<file path="config.mk">
export PLATFORM = sky130hd
export DESIGN_NAME = fetch_stage
export DESIGN_NICKNAME = d
export VERILOG_FILES = /design/src/rtl/fetch_stage.sv
export SDC_FILE = /design/constraint.sdc
export NUM_CORES = 1
export LEC_CHECK = 0
export BUFFER_PORTS_ARGS = -buffer_cell sky130_fd_sc_hd__buf_4
export CORE_ASPECT_RATIO = 0.9
export CORE_MARGIN = 4
export CORE_UTILIZATION = 52
export DETAILED_ROUTE_END_ITERATION = 16
export PLACE_DENSITY = 0.89
export REMOVE_ABC_BUFFERS = 1
export SETUP_SLACK_MARGIN = 0.3
export SYNTH_ARGS = -nofsm -noshare
export SYNTH_HDL_FRONTEND = slang
export SYNTH_SLANG_ARGS = --single-unit
</file>
<file path="constraint.sdc">
create_clock -name clk -period 2.4 [get_ports clk]
set_clock_uncertainty 0.1 [all_clocks]
set_input_delay 0 -clock clk [delete_from_list [all_inputs] [get_ports clk]]
set_output_delay 0 -clock clk [all_outputs]
set_load 0.01 [all_outputs]
</file>
<file path="src/rtl/fetch_stage.sv">
// Instruction fetch stage: PC register, IF/ID pipeline register and a
// one-entry holding buffer that keeps a returned instruction while the
// pipeline is stalled. Branch redirects override stalls and every state.
// Optional stall cycle counter is built when FETCH_STALL_CNT_EN is defined.
module fetch_stage #(
    parameter logic [31:0] RESET_PC  = 32'h0000_0000,
    parameter logic [31:0] NOP_INSTR = 32'h0000_0000
) (
    input  logic        clk,
    input  logic        rst,
    input  logic        PC_write,
    input  logic        IFID_write,
    input  logic        branch_taken,
    input  logic [31:0] branch_target,
    output logic        imem_req,
    output logic [31:0] imem_addr,
    input  logic        imem_ready,
    input  logic [31:0] imem_rdata,
    output logic [31:0] IFID_instr,
    output logic [31:0] IFID_pc4,
    output logic        IFID_valid
`ifdef FETCH_STALL_CNT_EN
    ,
    output logic [15:0] stall_cnt
`endif
);

    typedef enum logic [0:0] {StFetch, StHold} state_t;

    state_t      state_q, state_d;
    logic [31:0] pc_q, pc_d;
    logic [31:0] ifid_instr_q, ifid_instr_d;
    logic [31:0] ifid_pc4_q, ifid_pc4_d;
    logic        ifid_valid_q, ifid_valid_d;
    logic [31:0] buffer_q, buffer_d;
    logic        stall;
    logic [31:0] pc_plus4;

    assign stall    = !PC_write || !IFID_write;
    // Natural 32-bit overflow gives the required wrap to zero.
    assign pc_plus4 = pc_q + 32'd4;

    // State register and datapath registers, synchronous active-low reset
    always_ff @(posedge clk) begin
        if (!rst) begin
            state_q      <= StFetch;
            pc_q         <= RESET_PC;
            ifid_instr_q <= NOP_INSTR;
            ifid_pc4_q   <= 32'h0;
            ifid_valid_q <= 1'b0;
            buffer_q     <= 32'h0;
        end else begin
            state_q      <= state_d;
            pc_q         <= pc_d;
            ifid_instr_q <= ifid_instr_d;
            ifid_pc4_q   <= ifid_pc4_d;
            ifid_valid_q <= ifid_valid_d;
            buffer_q     <= buffer_d;
        end
    end

    // Next-state logic: a response arriving under stall parks us in HOLD
    always_comb begin
        state_d = state_q;
        if (branch_taken) begin
            state_d = StFetch;
        end else begin
            unique case (state_q)
                StFetch: if (imem_ready && stall) state_d = StHold;
                StHold:  if (!stall) state_d = StFetch;
                default: state_d = StFetch;
            endcase
        end
    end

    // Datapath next values for PC, IF/ID and the holding buffer
    always_comb begin
        pc_d         = pc_q;
        ifid_instr_d = ifid_instr_q;
        ifid_pc4_d   = ifid_pc4_q;
        ifid_valid_d = ifid_valid_q;
        buffer_d     = buffer_q;
        if (branch_taken) begin
            // Redirect drops any coincident response and the buffered word.
            pc_d         = {branch_target[31:2], 2'b00};
            ifid_instr_d = NOP_INSTR;
            ifid_pc4_d   = 32'h0;
            ifid_valid_d = 1'b0;
            buffer_d     = 32'h0;
        end else if (state_q == StFetch) begin
            if (imem_ready && !stall) begin
                pc_d         = pc_plus4;
                ifid_instr_d = imem_rdata;
                ifid_pc4_d   = pc_plus4;
                ifid_valid_d = 1'b1;
            end else if (imem_ready && stall) begin
                buffer_d = imem_rdata;
            end else if (!imem_ready && !stall) begin
                ifid_instr_d = NOP_INSTR;
                ifid_pc4_d   = pc_plus4;
                ifid_valid_d = 1'b0;
            end
        end else if (!stall) begin
            pc_d         = pc_plus4;
            ifid_instr_d = buffer_q;
            ifid_pc4_d   = pc_plus4;
            ifid_valid_d = 1'b1;
        end
    end

    // Output logic: request only in FETCH and never while reset is held
    always_comb begin
        imem_req = rst && (state_q == StFetch);
    end

    assign imem_addr  = pc_q;
    assign IFID_instr = ifid_instr_q;
    assign IFID_pc4   = ifid_pc4_q;
    assign IFID_valid = ifid_valid_q;

`ifdef FETCH_STALL_CNT_EN
    logic [15:0] stall_cnt_q;

    // Saturating count of stalled cycles that are not overridden by a branch
    always_ff @(posedge clk) begin
        if (!rst) begin
            stall_cnt_q <= 16'h0;
        end else if (stall && !branch_taken && (stall_cnt_q != 16'hFFFF)) begin
            stall_cnt_q <= stall_cnt_q + 16'd1;
        end
    end

    assign stall_cnt = stall_cnt_q;
`endif

endmodule

</file>
==> results of run 1 <==
==> power groups by stage <==
stage | Combinational, W | Clock (W) | Sequential [W]
finish | 0.000757 | 0.00276 | 0.00227
global route | 0.000814 | 0.00286 | 0.00228
CTS | 0.000719 | 0.00275 | 0.00226
detailed placement | 0.000609 | 0 | 0.00230
global placement | 0.000598 | 0 | 0.00230
floorplan | 0.000249 | 0 | 0.00233
==> cells in the mapped netlist (all sizes together) <==
cell | count | area [um^2]
nor4 | 8 | 86.3
nor3 | 12 | 60.1
buf | 20 | 100
mux2i | 1 | 10.0
nor2b | 3 | 18.8
ha | 1 | 12.5
and3 | 2 | 12.5
nand2 | 162 | 611
o211a | 3 | 30.0
xor2 | 33 | 289
clkbuf | 43 | 163
a31oi | 1 | 6.26
nand3 | 26 | 130
nand4 | 18 | 134
dfxtp | 126 | 2520
a311oi | 1 | 8.76
or3 | 4 | 25.0
o211ai | 33 | 248
o21ai | 88 | 440
a21oi | 76 | 380
nand3b | 1 | 7.51
conb | 1 | 3.75
nor3b | 1 | 7.51
xnor2 | 18 | 158
inv | 3 | 11.3
and2 | 7 | 43.8
clkinv | 1 | 3.75
a211oi | 5 | 37.5
nor2 | 49 | 186
==> state kept, by name, summed over array words and instances, names as in the netlist <==
register and flops:
IFID_pc4 30, buffer_q 32, IFID_valid 1, IFID_instr 32, state_q 1, imem_addr 30
==> worst max-delay path, cell delays in order (launching register included) <==
cell and delay (ns):
sky130_fd_sc_hd__dfxtp_2 0.39, sky130_fd_sc_hd__ha_2 0.24, sky130_fd_sc_hd__nand3_1 0.15, sky130_fd_sc_hd__nor4_4 0.31
sky130_fd_sc_hd__buf_2 0.27, sky130_fd_sc_hd__nand3_1 0.11, sky130_fd_sc_hd__xor2_1 0.16, sky130_fd_sc_hd__a21oi_1 0.34
==> stage by stage <==
step           instances  total power, W  TNS [ns]  hold WS [ns]  utilization
2_1_floorplan        687         0.00258    -46.56       0.00862            -
3_3_place_gp        1003         0.00290         0         0.129        0.654
3_5_place_dp        1003         0.00291         0         0.134        0.654
4_1_cts             1114         0.00573         0        0.0753        0.786
5_1_grt             1119         0.00595         0         0.142        0.795
6_report            1119         0.00579         0        0.0819        0.795
==> worst max path at each step <==
stage / from / endpoint / slack, ns / cells past startpoint
floorplan: PC_write / buffer_q[0]$_SDFFE_PP0P_ / -1.19 / 4
CTS: state_q$_SDFF_PP0_ / imem_addr[2]$_SDFFE_PN0P_ / 0.32 / 5
global route: imem_addr[2]$_SDFFE_PN0P_ / IFID_pc4[28]$_SDFFE_PP0P_ / 0.16 / 7
detailed placement: imem_addr[2]$_SDFFE_PN0P_ / imem_addr[16]$_SDFFE_PN0P_ / 0.34 / 7
global placement: imem_addr[2]$_SDFFE_PN0P_ / imem_addr[16]$_SDFFE_PN0P_ / 0.36 / 7
finish: imem_addr[2]$_SDFFE_PN0P_ / IFID_pc4[28]$_SDFFE_PP0P_ / 0.21 / 7
==> layer usage <==
metal,vias up,share of wire,track usage,wire [um]
li1,3014,-,-,-
met1,3061,0.36,0.345,7740
met2,475,0.49,0.551,10500
met3,110,0.098,0.0935,2080
met4,0,0.046,0.136,971
met5,-,0,0,0
==> cell families after synthesis <==
logic type | count (synthesis) | synth area share
simple gates | 293 | 0.230
compound gates | 207 | 0.200
flops | 126 | 0.439
buf+inv | 67 | 0.0483
xor+xnor | 51 | 0.0777
fa+ha+maj | 1 | 0.00218
other cells | 1 | 0.000653
mux | 1 | 0.00174
==> repair_timing <==
| action | CTS | global route |
|---|---|---|
| endpoints found under the setup margin | 0 | 22 |
| hold buffers | 79 | 0 |
| setup buffers | 0 | 4 |
| resized for setup | 0 | 18 |
| hold endpoints to repair | 101 | 0 |
==> area by class of cell <==
class,instances,area (um^2),area share
inverters,4,15.0,0.00175
repair buffers,267,2230,0.259
clock inverters,13,189,0.0220
flip-flops and latches,126,2530,0.295
multi-input cells,557,3020,0.352
clock buffers,19,443,0.0515
well taps,133,166,0.0194
==> parameters.txt, run 1 <==
Parameter                              Value

Critical path
  Required time at the worst-slack endpoint ... 2.59 ns
  Startpoint of the lowest-slack register-to-register path ... imem_addr[2]$_SDFFE_PN0P_
  Sort of element at the start of the critical path ... flop
  Sort of element at the end of the critical path ... flop
  Worst endpoint data arrival time ... 2.38 ns
  Minimum setup slack among reg-to-reg paths ... 0.21 ns
  Endpoint of the worst-slack reg-to-reg timing path ... IFID_pc4[28]$_SDFFE_PP0P_
  Critical-path maximum fanout ... 6
  R2r worst-path depth ... 7
  Critical setup path kind ... reg2reg

Clock tree
  Total clock sinks ... 126
  CTS root buffer ... sky130_fd_sc_hd__clkbuf_16
  Clock Latency Late Sink ... 0.42 ns
  Total CTS buffers ... 17
  CTS tree ... yes
  Clock-pin slew of the registers on the worst-case setup and hold paths ... 0.06 ns
  Clk buf depth ... 2
  H-tree levels ... 4

STA
  Setup slack of the critical path after layout ... 0.207 ns
  Max-slew violations ... 0
  Transition time of the tightest slew-check pin ... 0.928 ns
  Maximum frequency from static timing analysis ... 456 MHz
  Post-route clock period utilization ... 0.914
  Clock period minus final worst setup slack ... 2.19 ns
  Hold Violations, Final ... 0
  Worst rel slew slack ... 0.379
  Setup-failing EPs final ... 0
  RSZ-0062 raised after global routing ... false

Floorplan
  Number of placement rows ... 36
  Vertical extent of the die ... 108 um
  Number of placed I/O pins ... 168
  Die footprint ... 0.0128 mm^2
  Starting density of the core ... 0.532
  Core Region ... 0.0108 mm^2
  Overall die width ... 119 um

Pwr
  Fraction of power spent switching nets ... 0.255
  IR Drop Worst-Case VDD ... 486 uV
  Net Switching ... 0.00148 W
  Logic gate share of total power ... 0.131
  Standby leakage power ... 3.40 nW
  Clock group share of total power ... 0.477
  Power density relative to cell area ... 674 mW/mm^2
  Internal portion of total power ... 0.00431 W
  Relative contribution of sequential cells to total power ... 0.392

Synth
  Instance count of the mapped netlist ... 747
  #FFs+latches synth ... 126
  Sequential-to-total area share from yosys stat ... 0.439
  Post-Synthesis Cell Area ... 0.00575 mm^2
  Distinct cells, synth ... 39
  Synth Area per Inst ... 7.69 um^2
  Count of warnings emitted by yosys ... 0

Routing
  Drt first-iter violations ... 818
  Post-route DRC ... 0
  Wire length per cell ... 19.0 um
  Via count ... 6660
  Pre-antenna DRT Iters ... 6
  Via density per instance ... 5.95
  Number of nets with antenna violations after routing ... 0
  Total wirelength of the detailed-routed design ... 21300 um

Final layout
  # fillers ... 628
  Final Net Count ... 1044
  Post-route cell area ... 0.00860 mm^2
  Leading cell type in the layout, fill and taps excluded ... sky130_fd_sc_hd__buf_4
  Antenna cells ... 0
  Fraction of layout cells with a size suffix above 1 ... 0.246
  Signed area change from the synthesized netlist to the final layout ... 49.6%
  Most frequent cells in the layout ... 184 x sky130_fd_sc_hd__buf_4, 160 x sky130_fd_sc_hd__nand2_1, 118 x sky130_fd_sc_hd__dfxtp_1, 87 x sky130_fd_sc_hd__o21ai_0, 79 x sky130_fd_sc_hd__dlygate4sd3_1

Min path
  Start point of the worst hold path ... imem_ready
  Hold Path Class ... in2reg
  Min-Delay Path Depth ... 4
  End of the worst hold path ... state_q$_SDFF_PP0_

Global route
  Sum of overflow across all layers after global routing ... 0
  Number of antenna violations at the first check in global routing ... 0
  Vias in the first global route ... 6427
  Overall routing resource usage ... 0.311
  Global-route wire length before repair ... 32100 um
  Pin count of the biggest net entering global routing ... 69

Place
  RePlAce Congestion ... 0.882
  Quantity of I/O buffers inserted on ports ... 161
  Post-detailed-placement half-perimeter wirelength ... 10900 um
  Instance area after placement ... 0.00707 mm^2
  Worst slack at placement ... 0.339 ns

Job
  Reported max-cap violation count ... 0

Outcome
  Status ... complete, no violations
Power figures use the tool's default switching activity.
==> run 2: changes to the inputs <==
--- a/config.mk
+++ b/config.mk
@@ -5,6 +5,7 @@
 export SDC_FILE = /design/constraint.sdc
 export NUM_CORES = 1
 export LEC_CHECK = 0
+export ABC_AREA = 1
 export BUFFER_PORTS_ARGS = -buffer_cell sky130_fd_sc_hd__buf_4
 export CORE_ASPECT_RATIO = 0.9
 export CORE_MARGIN = 4
==> run 2 against run 1 <==
Synthesized area is 0.76% lower. Die area shrank 0.70%. Largest power group unchanged. Highest routed layer unchanged. Synthesized cell count is 7.8% higher. Hold slack improved by 0.20 ns. Count of clock-buffer cells in the layout did not move. Critical path depth decreased by 1. Final cell count grew 3.4%.
==> parameters.txt, run 2 <==
Parameter                              Value

Outcome
  Status ... complete, no violations

Final layout
  Layout Utilization ... 0.784 (-0.0117)
  Final Net Count ... 1086 (+4.0%)
  Most frequent cells in the layout ... 169 x sky130_fd_sc_hd__buf_4, 158 x sky130_fd_sc_hd__nand2_1, 148 x sky130_fd_sc_hd__nor2_1, 126 x sky130_fd_sc_hd__dfxtp_1, 88 x sky130_fd_sc_hd__a21oi_1
  Antenna cells ... 0 (unchanged)
  Signed area change from the synthesized netlist to the final layout ... 43.8%
  Leading cell type in the layout, fill and taps excluded ... sky130_fd_sc_hd__buf_4
  # fillers ... 675 (+7.5%)
  Fraction of layout cells with a size suffix above 1 ... 0.222 (-0.0247)

Synth
  Instance count of the mapped netlist ... 805 (+7.8%)
  Share of Yosys cell area claimed by the top area cell type ... 0.442 (+0.00337)
  Post-Synthesis Cell Area ... 0.00570 mm^2 (-0.76%)
  Most instantiated library cell after synthesis ... sky130_fd_sc_hd__nand2_1
  Async set-or-reset flop fraction in the synthesized netlist ... 0 (unchanged)
  List of most frequent post-synthesis cells ... 158 x sky130_fd_sc_hd__nand2_1, 149 x sky130_fd_sc_hd__nor2_1, 126 x sky130_fd_sc_hd__dfxtp_1
  Synth Area per Inst ... 7.08 um^2 (-7.9%)
  #FFs+latches synth ... 126 (unchanged)
  Leading cell types by total area after synthesis ... sky130_fd_sc_hd__dfxtp_1 44%, sky130_fd_sc_hd__nand2_1 10%, sky130_fd_sc_hd__nor2_1 9.8%
  Count of warnings emitted by yosys ... 0 (unchanged)
  Most used flip-flop cell after synthesis ... sky130_fd_sc_hd__dfxtp_1
  Yosys top cell by area ... sky130_fd_sc_hd__dfxtp_1
  Sequential-to-total area share from yosys stat ... 0.442 (+0.00337)
  Distinct cells, synth ... 31 (-21%)
  Count of flip-flops with a built-in enable after synthesis ... 0 (unchanged)

Critical path
  Critical-path maximum fanout ... 33 (+27)
  Worst endpoint data arrival time ... 2.05 ns (-0.33 ns)
  Critical setup path kind ... reg2reg
  Crit-path cells ... nor2_2, nand2_1, buf_4, inv_2, nor2_1, nor2_1
  Minimum setup slack among reg-to-reg paths ... 0.54 ns (+0.34 ns)
  Required time at the worst-slack endpoint ... 2.60 ns (about the same)
  Max stage delay cell, worst path ... sky130_fd_sc_hd__dfxtp_1
  Sort of element at the start of the critical path ... flop
  Cell occurring most often along the worst timing path ... sky130_fd_sc_hd__nor2_1
  Largest incremental delay on the critical path ... 0.57 ns (+0.18 ns)
  Crit path buffers/inverters ... 2 (+1)
  Sort of element at the end of the critical path ... flop
  Startpoint of the lowest-slack register-to-register path ... state_q$_SDFF_PP0_
  Cell family with the largest share of critical-path delay ... buffers and inverters
  R2r worst-path depth ... 6 (-1)
  Endpoint of the worst-slack reg-to-reg timing path ... buffer_q[23]$_SDFFE_PP0P_

Clock tree
  Total of cells resized after clock tree synthesis ... 0 (unchanged)
  Clock Latency Late Sink ... 0.41 ns (about the same)
  Clock-pin slew of the registers on the worst-case setup and hold paths ... 0.06 ns (about the same)
  Total clock sinks ... 126 (unchanged)
  CTS tree ... yes
  CTS root buffer ... sky130_fd_sc_hd__clkbuf_16
  Clk buf depth ... 2 (unchanged)
  H-tree levels ... 4 (unchanged)
  Total CTS buffers ... 17 (unchanged)

Routing
  Number of nets with antenna violations after routing ... 0 (unchanged)
  Total wirelength of the detailed-routed design ... 18800 um (-12%)
  Drt first-iter violations ... 761 (-7.0%)
  Post-route DRC ... 0 (unchanged)
  Via density per instance ... 5.43 (-8.8%)
  Pre-antenna DRT Iters ... 5 (-1)
  Wire length per cell ... 16.2 um (-15%)
  Via count ... 6279 (-5.7%)

STA
  Hold Violations, Final ... 0 (unchanged)
  Max-slew violations ... 0 (unchanged)
  Worst hold slack ... 0.286 ns (+0.204 ns)
  Transition time of the tightest slew-check pin ... 0.716 ns (-0.212 ns)
  Setup-failing EPs final ... 0 (unchanged)
  Total negative slack for setup checks ... 0 ns (unchanged)
  Maximum frequency from static timing analysis ... 539 MHz (+18%)
  Worst rel slew slack ... 0.522 (+0.144)
  RSZ-0062 raised after global routing ... false
  Post-route clock period utilization ... 0.773 (-0.141)
  Clock period minus final worst setup slack ... 1.86 ns (-0.338 ns)

Floorplan
  Vertical extent of the die ... 107 um (-0.35%)
  Number of placement rows ... 35 (-2.8%)
  Overall die width ... 118 um (-0.35%)
  Core Region ... 0.0105 mm^2 (-3.2%)
  Number of placed I/O pins ... 168 (unchanged)
  Die footprint ... 0.0127 mm^2 (-0.70%)
  Starting density of the core ... 0.545 (+0.0133)

Place
  Post-detailed-placement half-perimeter wirelength ... 10700 um (-1.5%)
  RePlAce Congestion ... 0.879 (-0.34%)
  Quantity of I/O buffers inserted on ports ... 161 (unchanged)

Pwr
  Standby leakage power ... 3.76 nW (+11%)
  Power density relative to cell area ... 677 mW/mm^2 (+0.54%)
  IR Drop Worst-Case VDD ... 484 uV (-0.54%)

Min path
  Start point of the worst hold path ... imem_rdata[17]
  Min-Delay Path Depth ... 4 (unchanged)
  End of the worst hold path ... buffer_q[17]$_SDFFE_PP0P_
  Hold Path Class ... in2reg

Global route
  Met1 Resource Use GR ... 0.365 (+0.0195)
  Pin count of the biggest net entering global routing ... 66 (-4.3%)
  Overall routing resource usage ... 0.296 (-0.0145)
  Sum of overflow across all layers after global routing ... 0 (unchanged)
  Vias in the first global route ... 6265 (-2.5%)
  GRT Max-Usage Layer ... met2
  Global-route wire length before repair ... 30700 um (-4.4%)
  GRT met3 Usage ... 0.0678 (-0.0257)
  GRT met2 Usage ... 0.505 (-0.0458)
  Number of antenna violations at the first check in global routing ... 0 (unchanged)

Job
  Reported max-cap violation count ... 0 (unchanged)
run 2: changes by cell type after synthesis, moves of 13 or more:
cell	before	now
sky130_fd_sc_hd__nor2_1	48	149
sky130_fd_sc_hd__inv_1	3	46
sky130_fd_sc_hd__o211ai_1	33	2
sky130_fd_sc_hd__a22oi_1	0	22
sky130_fd_sc_hd__xor2_1	33	12
sky130_fd_sc_hd__nand3_1	26	8
sky130_fd_sc_hd__nand4_1	16	0
sky130_fd_sc_hd__xnor2_1	18	3
sky130_fd_sc_hd__clkbuf_1	42	29
run 2: per-layer routing:
layer	vias to the layer above	share of wire
li1	3021	-
met1	2897	0.41
met2	317	0.49
met3	44	0.085
met4	0	0.022
met5	-	0
run 2: worst max path at each step:
stage                                    from                         end  slack [ns]  depth (start not counted)
detailed placement  imem_addr[2]$_SDFFE_PN0P_  imem_addr[16]$_SDFFE_PN0P_        0.59                          8
CTS                 imem_addr[2]$_SDFFE_PN0P_  imem_addr[16]$_SDFFE_PN0P_        0.58                          8
floorplan                  state_q$_SDFF_PP0_    buffer_q[0]$_SDFFE_PP0P_       -0.30                          5
global route               state_q$_SDFF_PP0_    buffer_q[3]$_SDFFE_PP0P_        0.38                          6
global placement    imem_addr[2]$_SDFFE_PN0P_  imem_addr[16]$_SDFFE_PN0P_        0.64                          8
finish                     state_q$_SDFF_PP0_   buffer_q[23]$_SDFFE_PP0P_        0.54                          6
run 2: where the power goes:
part           total [W]  leakage [nW]  switching, W  internal (W)
logic           0.000709          2.44      0.000376      0.000333
clock network    0.00259         0.286       0.00100       0.00158
registers        0.00226          1.03     0.0000815       0.00218
total            0.00556          3.76       0.00146       0.00409
run 2: worst reg2reg max path: stages (launching register included):
cell,delay (ns)
sky130_fd_sc_hd__dfxtp_1,0.57
sky130_fd_sc_hd__nor2_2,0.09
sky130_fd_sc_hd__nand2_1,0.07
sky130_fd_sc_hd__buf_4,0.31
sky130_fd_sc_hd__inv_2,0.33
sky130_fd_sc_hd__nor2_1,0.20
sky130_fd_sc_hd__nor2_1,0.07
run 2: cell type report:
type	instances	area, um^2	area share
Clock inverter	13	154	0.0188
Multi-Input combinational cell	580	2750	0.335
Inverter	51	191	0.0233
Clock buffer	19	443	0.0540
Sequential cell	126	2520	0.308
Timing Repair Buffer	239	1980	0.241
Tap cell	129	161	0.0197
run 2: kinds of logic after synthesis:
group	Yosys count	synth area share
flip-flops	126	0.442
AO/OA/AOI/OAI	215	0.202
other	1	0.000658
XOR/XNOR	15	0.0230
AND/OR/NAND/NOR	345	0.251
adder cells (fa/ha/maj)	1	0.00219
buffers and inverters	102	0.0788
run 2: stage by stage:
stage          instance area (um^2)  std cells  setup WS (ns)  power (W)
4_1_cts                        8200       1157          0.580    0.00554
3_3_place_gp                   6910       1056          0.637    0.00288
6_report                       8200       1157          0.545    0.00556
5_1_grt                        8200       1157          0.383    0.00574
2_1_floorplan                  5460        757         -0.296    0.00258
3_5_place_dp                   6910       1056          0.587    0.00289
run 2: repair_timing:
action                                 CTS  global route
endpoints found under the hold margin   97             0
buffers inserted                         0             0
hold buffers                            69             0
